--- config.mk ---
export PLATFORM = sky130hd
export DESIGN_NAME = seq_detector_gen2
export DESIGN_NICKNAME = d
export VERILOG_FILES = /design/src/rtl/seq_det_pkg.sv /design/src/rtl/seq_det_hit_cnt.sv /design/src/rtl/seq_detector_gen2.sv
export SDC_FILE = /design/constraint.sdc
export NUM_CORES = 1
export LEC_CHECK = 0
export BUFFER_PORTS_ARGS = -buffer_cell sky130_fd_sc_hd__buf_2
export CAP_MARGIN = 5
export CORE_MARGIN = 2
export CORE_UTILIZATION = 55
export DETAILED_ROUTE_END_ITERATION = 8
export GPL_ROUTABILITY_DRIVEN = 0
export GPL_TIMING_DRIVEN = 0
export PLACE_DENSITY_LB_ADDON = 0.12
export RECOVER_POWER = 50
export SLEW_MARGIN = 20
export SYNTH_ARGS = -nofsm -noshare
export SYNTH_HDL_FRONTEND = slang
export SYNTH_SLANG_ARGS = --single-unit
--- constraint.sdc ---
create_clock -name SYSCLK -period 3.5 [get_ports SYSCLK]
set_input_delay 0 -clock SYSCLK [delete_from_list [all_inputs] [get_ports SYSCLK]]
set_output_delay 0 -clock SYSCLK [all_outputs]
set_load 0.05 [all_outputs]
--- src/rtl/seq_det_pkg.sv ---
// seq_det_pkg: mode encodings and sequence-length limits shared by the detector
package seq_det_pkg;
  localparam logic [1:0] MODE_RISE = 2'b00;
  localparam logic [1:0] MODE_FALL = 2'b01;
  localparam logic [1:0] MODE_EQU  = 2'b10;
  localparam logic [1:0] MODE_IDLE = 2'b11;
  localparam int DEPTH_MIN = 2;
  localparam int DEPTH_MAX = 16;
endpackage

--- src/rtl/seq_det_hit_cnt.sv ---
// seq_det_hit_cnt: saturating hit counter with a clear that overrides increments
module seq_det_hit_cnt #(
  parameter int CW = 8
) (
  input  logic          i_clk,
  input  logic          i_rst,
  input  logic          i_clr,
  input  logic          i_inc,
  output logic [CW-1:0] o_cnt
);
  logic [CW-1:0] r_cnt;
  // count hits, hold at all-ones, clear or reset wins over increment
  always_ff @(posedge i_clk)
    r_cnt <= (i_rst || i_clr) ? '0 : (i_inc && r_cnt != '1) ? r_cnt + CW'(1) : r_cnt;
  assign o_cnt = r_cnt;
endmodule

--- src/rtl/seq_detector_gen2.sv ---
// seq_detector_gen2: detects DEPTH-long arithmetic/equal runs using only the last sample and a run length
module seq_detector_gen2
  import seq_det_pkg::*;
#(
  parameter int DW    = 4,
  parameter int DEPTH = 4,
  parameter int CW    = 8
) (
  input  logic          SYSCLK,
  input  logic          RST,
  input  logic          IN_VALID,
  input  logic [1:0]    MODE,
  input  logic [DW-1:0] STEP,
  input  logic [DW-1:0] DATA_IN,
  input  logic          CLR_CNT,
  output logic          OUT_VALID,
  output logic [DW-1:0] DATA_OUT,
  output logic [CW-1:0] HIT_CNT
);
  localparam int RW = $clog2(DEPTH + 1);
  logic [RW-1:0] r_run, w_run_nx;
  logic [DW-1:0] r_last, r_step_q, r_data_out, w_rise, w_fall;
  logic [1:0]    r_mode_q;
  logic          r_out_valid, w_acc, w_rel, w_restart, w_hit;
  // evaluate the relation against LAST and derive the next run length
  always_comb begin
    w_acc     = IN_VALID && MODE != MODE_IDLE;
    w_rise    = r_last + STEP;
    w_fall    = r_last - STEP;
    w_rel     = MODE == MODE_EQU ? DATA_IN == r_last : MODE == MODE_RISE ? DATA_IN == w_rise : DATA_IN == w_fall;
    w_restart = r_run == '0 || MODE != r_mode_q || (MODE != MODE_EQU && STEP != r_step_q);
    w_run_nx  = (w_restart || !w_rel) ? RW'(1) : r_run == RW'(DEPTH) ? r_run : r_run + RW'(1);
    w_hit     = w_acc && w_run_nx == RW'(DEPTH);
  end
  // tracking state moves only on accepted samples; the hit pulse is registered every cycle
  always_ff @(posedge SYSCLK) begin
    if (RST) begin
      r_run       <= '0;
      r_last      <= '0;
      r_mode_q    <= MODE_IDLE;
      r_step_q    <= '0;
      r_out_valid <= 1'b0;
      r_data_out  <= '0;
    end else begin
      if (w_acc) begin
        r_run    <= w_run_nx;
        r_last   <= DATA_IN;
        r_mode_q <= MODE;
        r_step_q <= STEP;
      end
      r_out_valid <= w_hit;
      r_data_out  <= w_hit ? DATA_IN : '0;
    end
  end
  seq_det_hit_cnt #(.CW(CW)) u_hit_cnt (
    .i_clk (SYSCLK),
    .i_rst (RST),
    .i_clr (CLR_CNT),
    .i_inc (w_hit),
    .o_cnt (HIT_CNT)
  );
  assign OUT_VALID = r_out_valid;
  assign DATA_OUT  = r_data_out;
endmodule

==> flow_metrics.env, run 1 <==
export IMPL_ios=27
export IMPL_reg2reg_from="r_last[0]"
export IMPL_hpwl_um=2480
export IMPL_die_area_um2=3244
export IMPL_register_area_um2=520.5
export IMPL_cts_buffer_depth=2
export IMPL_fillers=244
export IMPL_r2r_cells=10
export IMPL_min_path_type="in2reg"
export IMPL_numPortBuffers=25
export IMPL_synthesis_nets=212
export IMPL_period_minus_slack_ns=3.068
export IMPL_path_delay_family="buffers and inverters"
export IMPL_yosysTopAreaCell="dfxtp_1"
export IMPL_status="complete, no violations"
export IMPL_setup_ws_ns=0.4317
export IMPL_whs_ns=0.03416
export IMPL_grt_overflow=0
export IMPL_p_total_mw=0.5804
export IMPL_die_w_um=56.96
export IMPL_worstReg2RegEnd="DATA_OUT[2]"
export IMPL_ys_ff_latch=26
export IMPL_path_class="in2reg"
export IMPL_crit_chain="dlygate4sd3_1, buf_2, inv_1, ha_1, mux2_2, fa_1, xor2_1, mux2i_1, xnor2_1, nor4_4, and2_1, clkbuf_1, nand3_1, nor2_1"
export IMPL_areaGrowthSynthToFinish_pct=18.98
export IMPL_setup_viol=0
export IMPL_worstSkewPairLatency_ns=0.32
export IMPL_multiInputGateArea_um2=938.4
export IMPL_max_freq_mhz=325.9
export IMPL_post_place_ws_ns=0.6297
export IMPL_cap_violations=0
export IMPL_required_ns=3.77
export IMPL_start_kind="input pin"
export IMPL_crit_start="STEP[0]"
export IMPL_critPathMaxFanout=7
export IMPL_layout_drive_gt1_share_pct=11.74
export IMPL_p_leak_nw=0.7882
export IMPL_peakVddDrop_uv=305.4
export IMPL_grt_pass1_vias=1386
export IMPL_cts_clk_slew_worst_paths_ns=0.14
export IMPL_maxSlewViolCount=0
export IMPL_initial_core_util_pct=56.93
export IMPL_p_per_area_nw_per_um2=316.2
export IMPL_synth_area_leaders="dfxtp_1 (34%), nand2_1 (6.1%), ha_1 (5.7%), a21oi_1 (5.5%), xor2_1 (4.5%)"
export IMPL_track_usage_pct=23.00
export IMPL_slew_headroom_pct=60.30
export IMPL_final_hold_viol_count=0
export IMPL_drt_first_iter_violations=87
export IMPL_ys_async_sr_fraction_pct=0
export IMPL_yosysWarnings=0
export IMPL_synth_edf_count=0
export IMPL_numCtsBuffers=3
export IMPL_synth_cell_type_count=44
export IMPL_cp_data_arrival_time_ns=3.34
export IMPL_grt_max_degree=15
export IMPL_fin_tns_setup_ns=0
export IMPL_critPathMaxStageDelay_ns=0.52
export IMPL_endpoint="DATA_OUT[2]"
export IMPL_grt_pass1_wl_um=5892
export IMPL_viasPerCell=5.613
export IMPL_firstDrtPassIters=4
export IMPL_crit_cells=14
export IMPL_slowest_stage="dlygate4sd3_1"
export IMPL_coreArea_um2=2710
export IMPL_clock_sinks=26
export IMPL_cts_root_buffer="clkbuf_4"
export IMPL_cp_end_kind="flip-flop"
export IMPL_routed_wl_um=3303
export IMPL_synth_area_um2=1543
export IMPL_synth_area_per_cell_um2=8.120
export IMPL_seq_area_frac_synth_pct=33.74
export IMPL_postLayoutCoreUtil_pct=67.73
export IMPL_drc=0
export IMPL_r2r_slack_ns=0.89
export IMPL_cts_tree="done"
export IMPL_skew_ns=0.001032
export IMPL_antenna_found_initial=0
export IMPL_diodes=0
export IMPL_htreeDepth=1
export IMPL_wl_per_cell_um=12.66
export IMPL_row_count=19
export IMPL_worst_slew_pin_slew_ns=0.5981
export IMPL_fp_dieH_um=56.96
export IMPL_nNetsFinal=253
export IMPL_synth_top_cell_area_share_pct=33.74
export IMPL_synthCells=190
export IMPL_num_vias=1465
export IMPL_period_share_pct=87.67
export IMPL_synthFlopType="dfxtp_1"
export IMPL_cp_num_buf_inv=4
export IMPL_rsz0062_at_grt="no"
export IMPL_ant_nets=0
## registers in the layout, indices dropped and copies added (netlist names)
register	count
DATA_OUT	4
r_step_q	4
u_hit_cnt.o_cnt	8
OUT_VALID	1
r_run	3
r_last	4
r_mode_q	2
## metal layers
| metal | part of all wire (%) | vias to the layer above | GRT usage, % |
|---|---|---|---|
| li1 | - | 739 | - |
| met1 | 45 | 689 | 28.63 |
| met2 | 50 | 32 | 40.72 |
| met3 | 4.2 | 5 | 3.628 |
| met4 | 1.3 | 0 | 7.309 |
| met5 | 0 | - | 0 |
## worst min-delay path by stage
stage	from	end	slack, ns	depth (start not counted)
after floorplan	DATA_IN[1]	DATA_OUT[1]	0.11	2
after global placement	RST	r_run[2]	0.22	2
after detailed placement	RST	r_run[2]	0.22	2
after CTS	MODE[1]	r_mode_q[1]	0.03	3
after global routing	MODE[1]	r_mode_q[1]	0.04	3
final	MODE[1]	r_mode_q[1]	0.03	3
## stage by stage
step / cells / area (µm²)
2_1_floorplan: 190 / 1543
3_3_place_gp: 246 / 1707
3_5_place_dp: 246 / 1707
4_1_cts: 261 / 1853
5_1_grt: 261 / 1836
6_report: 261 / 1836
## Yosys cell counts, types with 3 or more instances
cell type,instances
o21ai_0,5
xnor2_1,3
inv_1,14
xor2_1,8
mux2i_1,5
o21a_1,3
a21oi_1,17
nand2_1,25
and3_1,3
ha_1,7
dfxtp_1,26
or3_1,4
nand4_1,3
or2_2,3
nor2_1,16
a31oi_1,4
clkbuf_1,4
nand3_1,9
## logic make-up (layout without fill, tap and decap cells)
logic type	count (synthesis)	in the layout	share of synthesized area, %
muxes	6	6	3.974
DFF	26	26	33.74
AOI/OAI and AO/OA	38	38	16.38
xor gates and xnor gates	11	11	6.245
adders and majority gates	8	8	6.975
buffers and inverters	20	60	5.433
and+or+nand+nor	81	81	27.25
## where the power goes
group / internal [mW] / total [mW] / leakage, nW / switching (mW)
combinational: 0.0523 / 0.117 / 0.556 / 0.0651
clock: 0.0637 / 0.153 / 0.0210 / 0.0893
sequential: 0.304 / 0.310 / 0.211 / 0.00647
total: 0.420 / 0.580 / 0.788 / 0.161
## cell usage in the layout (no fill, tap or decap), types with 2 or more instances in the layout
cell type       n
a21oi_1        17
a31oi_1         4
and3_1          3
and3_2          2
buf_2          12
clkbuf_1       18
clkbuf_4        3
dfxtp_1        26
dlygate4sd3_1  11
ha_1            7
inv_1          14
mux2i_1         5
nand2_1        25
nand3_1         9
nand3b_1        2
nand4_1         3
nor2_1         16
nor2b_1         2
nor3b_1         2
o21a_1          3
o21ai_0         5
or2_2           3
or3_1           4
xnor2_1         3
xor2_1          8
## final cells by class
type	instances	area share (%)
inverter	14	2.863
multi-input combinational	144	51.12
buffer	6	1.704
timing repair buffer	36	11.86
clock buffer	4	1.977
tap	31	2.113
sequential	26	28.36
## worst reg2reg max path: stages, from the launching register on
cell      delay (ns)
dfxtp_1         0.37
ha_1            0.22
fa_1            0.38
xor2_1          0.17
mux2i_1         0.18
xnor2_1         0.13
nor4_4          0.28
and2_1          0.17
clkbuf_1        0.26
nand3_1         0.26
nor2_1          0.15
## what timing repair did
| action | 4_1_cts | 5_1_grt |
|---|---|---|
| endpoints found under the hold margin | 20 | 0 |
| gates resized for setup | 0 | 0 |
| hold buffers | 11 | 0 |
| setup buffers | 0 | 0 |
| endpoints found under the setup margin | 0 | 0 |
(Power assumes the default switching activity.)
==> run 2: changes to the inputs <==
CORE_UTILIZATION = 57   (was 55)
CTS_BUF_LIST = sky130_fd_sc_hd__clkbuf_4 sky130_fd_sc_hd__clkbuf_8   (was not set)
==> flow_metrics.env, run 2 (same netlist as run 1, synthesis figures left out) <==
export IMPL_status="complete, no violations"
export IMPL_largest_reg_flops=8
export IMPL_layout_drive_gt1_share_pct=11.35
export IMPL_worstSkewPairLatency_ns=0.32
export IMPL_max_freq_mhz=322.9
export IMPL_rsz0062_at_grt="no"
export IMPL_p_total_mw=0.5578
export IMPL_numPortBuffers=25
export IMPL_drc=0
export IMPL_areaGrowthSynthToFinish_pct=18.01
export IMPL_maxSlewViolCount=0
export IMPL_cp_data_arrival_time_ns=3.36
export IMPL_design_area_um2=1821
export IMPL_track_usage_pct=23.64
export IMPL_final_cells=259
export IMPL_grt_pass1_wl_um=6030
export IMPL_p_leak_nw=0.7810
export IMPL_die_w_um=56.03
export IMPL_cts_tree="done"
export IMPL_layout_commonest_cell="dfxtp_1"
export IMPL_cap_violations=0
export IMPL_fp_dieH_um=56.03
export IMPL_start_kind="input pin"
export IMPL_grt_max_degree=14
export IMPL_row_count=18
export IMPL_cts_root_buffer="clkbuf_4"
export IMPL_drt_first_iter_violations=63
export IMPL_num_vias=1485
export IMPL_setup_viol=0
export IMPL_placed_area_um2=1705
export IMPL_whs_ns=0.04593
export IMPL_required_ns=3.76
export IMPL_clock_sinks=26
export IMPL_antenna_found_initial=0
export IMPL_setup_ws_ns=0.4033
export IMPL_fin_tns_setup_ns=0
export IMPL_p_per_area_nw_per_um2=306.4
export IMPL_cp_end_kind="flip-flop"
export IMPL_peakVddDrop_uv=216.3
export IMPL_path_class="in2reg"
export IMPL_cts_buffer_depth=2
export IMPL_postLayoutCoreUtil_pct=72.17
export IMPL_final_hold_viol_count=0
export IMPL_final_cell_mix="dfxtp_1 (26), nand2_1 (25), clkbuf_1 (18)"
export IMPL_htreeDepth=1
export IMPL_grt_pass1_vias=1404
export IMPL_cts_clk_slew_worst_paths_ns=0.13
export IMPL_viasPerCell=5.734
export IMPL_nNetsFinal=253
export IMPL_post_place_ws_ns=0.6263
export IMPL_numCtsBuffers=3
export IMPL_critPathMaxFanout=10
export IMPL_coreArea_um2=2522
export IMPL_ios=27
export IMPL_routed_wl_um=3488
export IMPL_period_share_pct=88.48
export IMPL_grt_overflow=0
export IMPL_initial_core_util_pct=61.16
export IMPL_multiInputGateArea_um2=938.4
export IMPL_worst_slew_pin_slew_ns=0.5972
export IMPL_min_path_type="in2reg"
export IMPL_diodes=0
export IMPL_period_minus_slack_ns=3.097
export IMPL_skew_ns=0.001081
export IMPL_wl_per_cell_um=13.47
export IMPL_placed_cells=245
export IMPL_die_area_um2=3139
export IMPL_cts_setup_buffers=0
export IMPL_ant_nets=0
export IMPL_hpwl_um=2601
export IMPL_firstDrtPassIters=4
export IMPL_slew_headroom_pct=60.36
export IMPL_register_area_um2=520.5
export IMPL_fillers=210
[run 2: routing by layer]
| layer | up-vias | track usage (%) | routed length, µm | part of all wire [%] |
|---|---|---|---|---|
| li1 | 737 | - | - | - |
| met1 | 685 | 29.23 | 1561 | 45 |
| met2 | 51 | 41.01 | 1703 | 49 |
| met3 | 12 | 3.256 | 166 | 4.8 |
| met4 | 0 | 9.524 | 56 | 1.6 |
| met5 | - | 0 | 0 | 0 |
[run 2: layout make-up]
| type | count | area share, % |
|---|---|---|
| Multi-Input combinational cell | 144 | 51.55 |
| Timing Repair Buffer | 36 | 11.96 |
| Clock buffer | 3 | 1.237 |
| Inverter | 14 | 2.887 |
| Tap cell | 30 | 2.062 |
| Buffer | 6 | 1.718 |
| Sequential cell | 26 | 28.59 |
[run 2: path summary, 6_finish.rpt]
check                  from                 end  slack, ns  cells past startpoint
setup / recovery    STEP[0]  u_hit_cnt.o_cnt[6]       0.40                     13
hold / removal      MODE[1]         r_mode_q[1]       0.05                      3
setup reg to reg  r_last[0]  u_hit_cnt.o_cnt[6]       0.87                      9
hold reg to reg   r_last[3]           r_last[3]       0.48                      2
[run 2: report_power, final]
group,leakage [nW],total (mW),internal (mW),switching (mW)
Clock,0.0138,0.126,0.0403,0.0854
Sequential,0.211,0.310,0.303,0.00680
Combinational,0.556,0.122,0.0528,0.0689
Total,0.781,0.558,0.397,0.161
[run 2: timing repair]
action                                 4_1_cts  5_1_grt
resized for setup                            0        0
hold buffers                                11        0
endpoints found under the hold margin       20        0
[run 2: worst max-delay path, stage by stage]
cell           delay, ns
dlygate4sd3_1       0.52
buf_2               0.18
inv_1               0.06
ha_1                0.28
mux2_2              0.30
fa_1                0.41
xor2_1              0.17
mux2i_1             0.16
xnor2_1             0.14
nor4_4              0.31
o2111ai_4           0.26
or3_1               0.41
a21oi_1             0.15
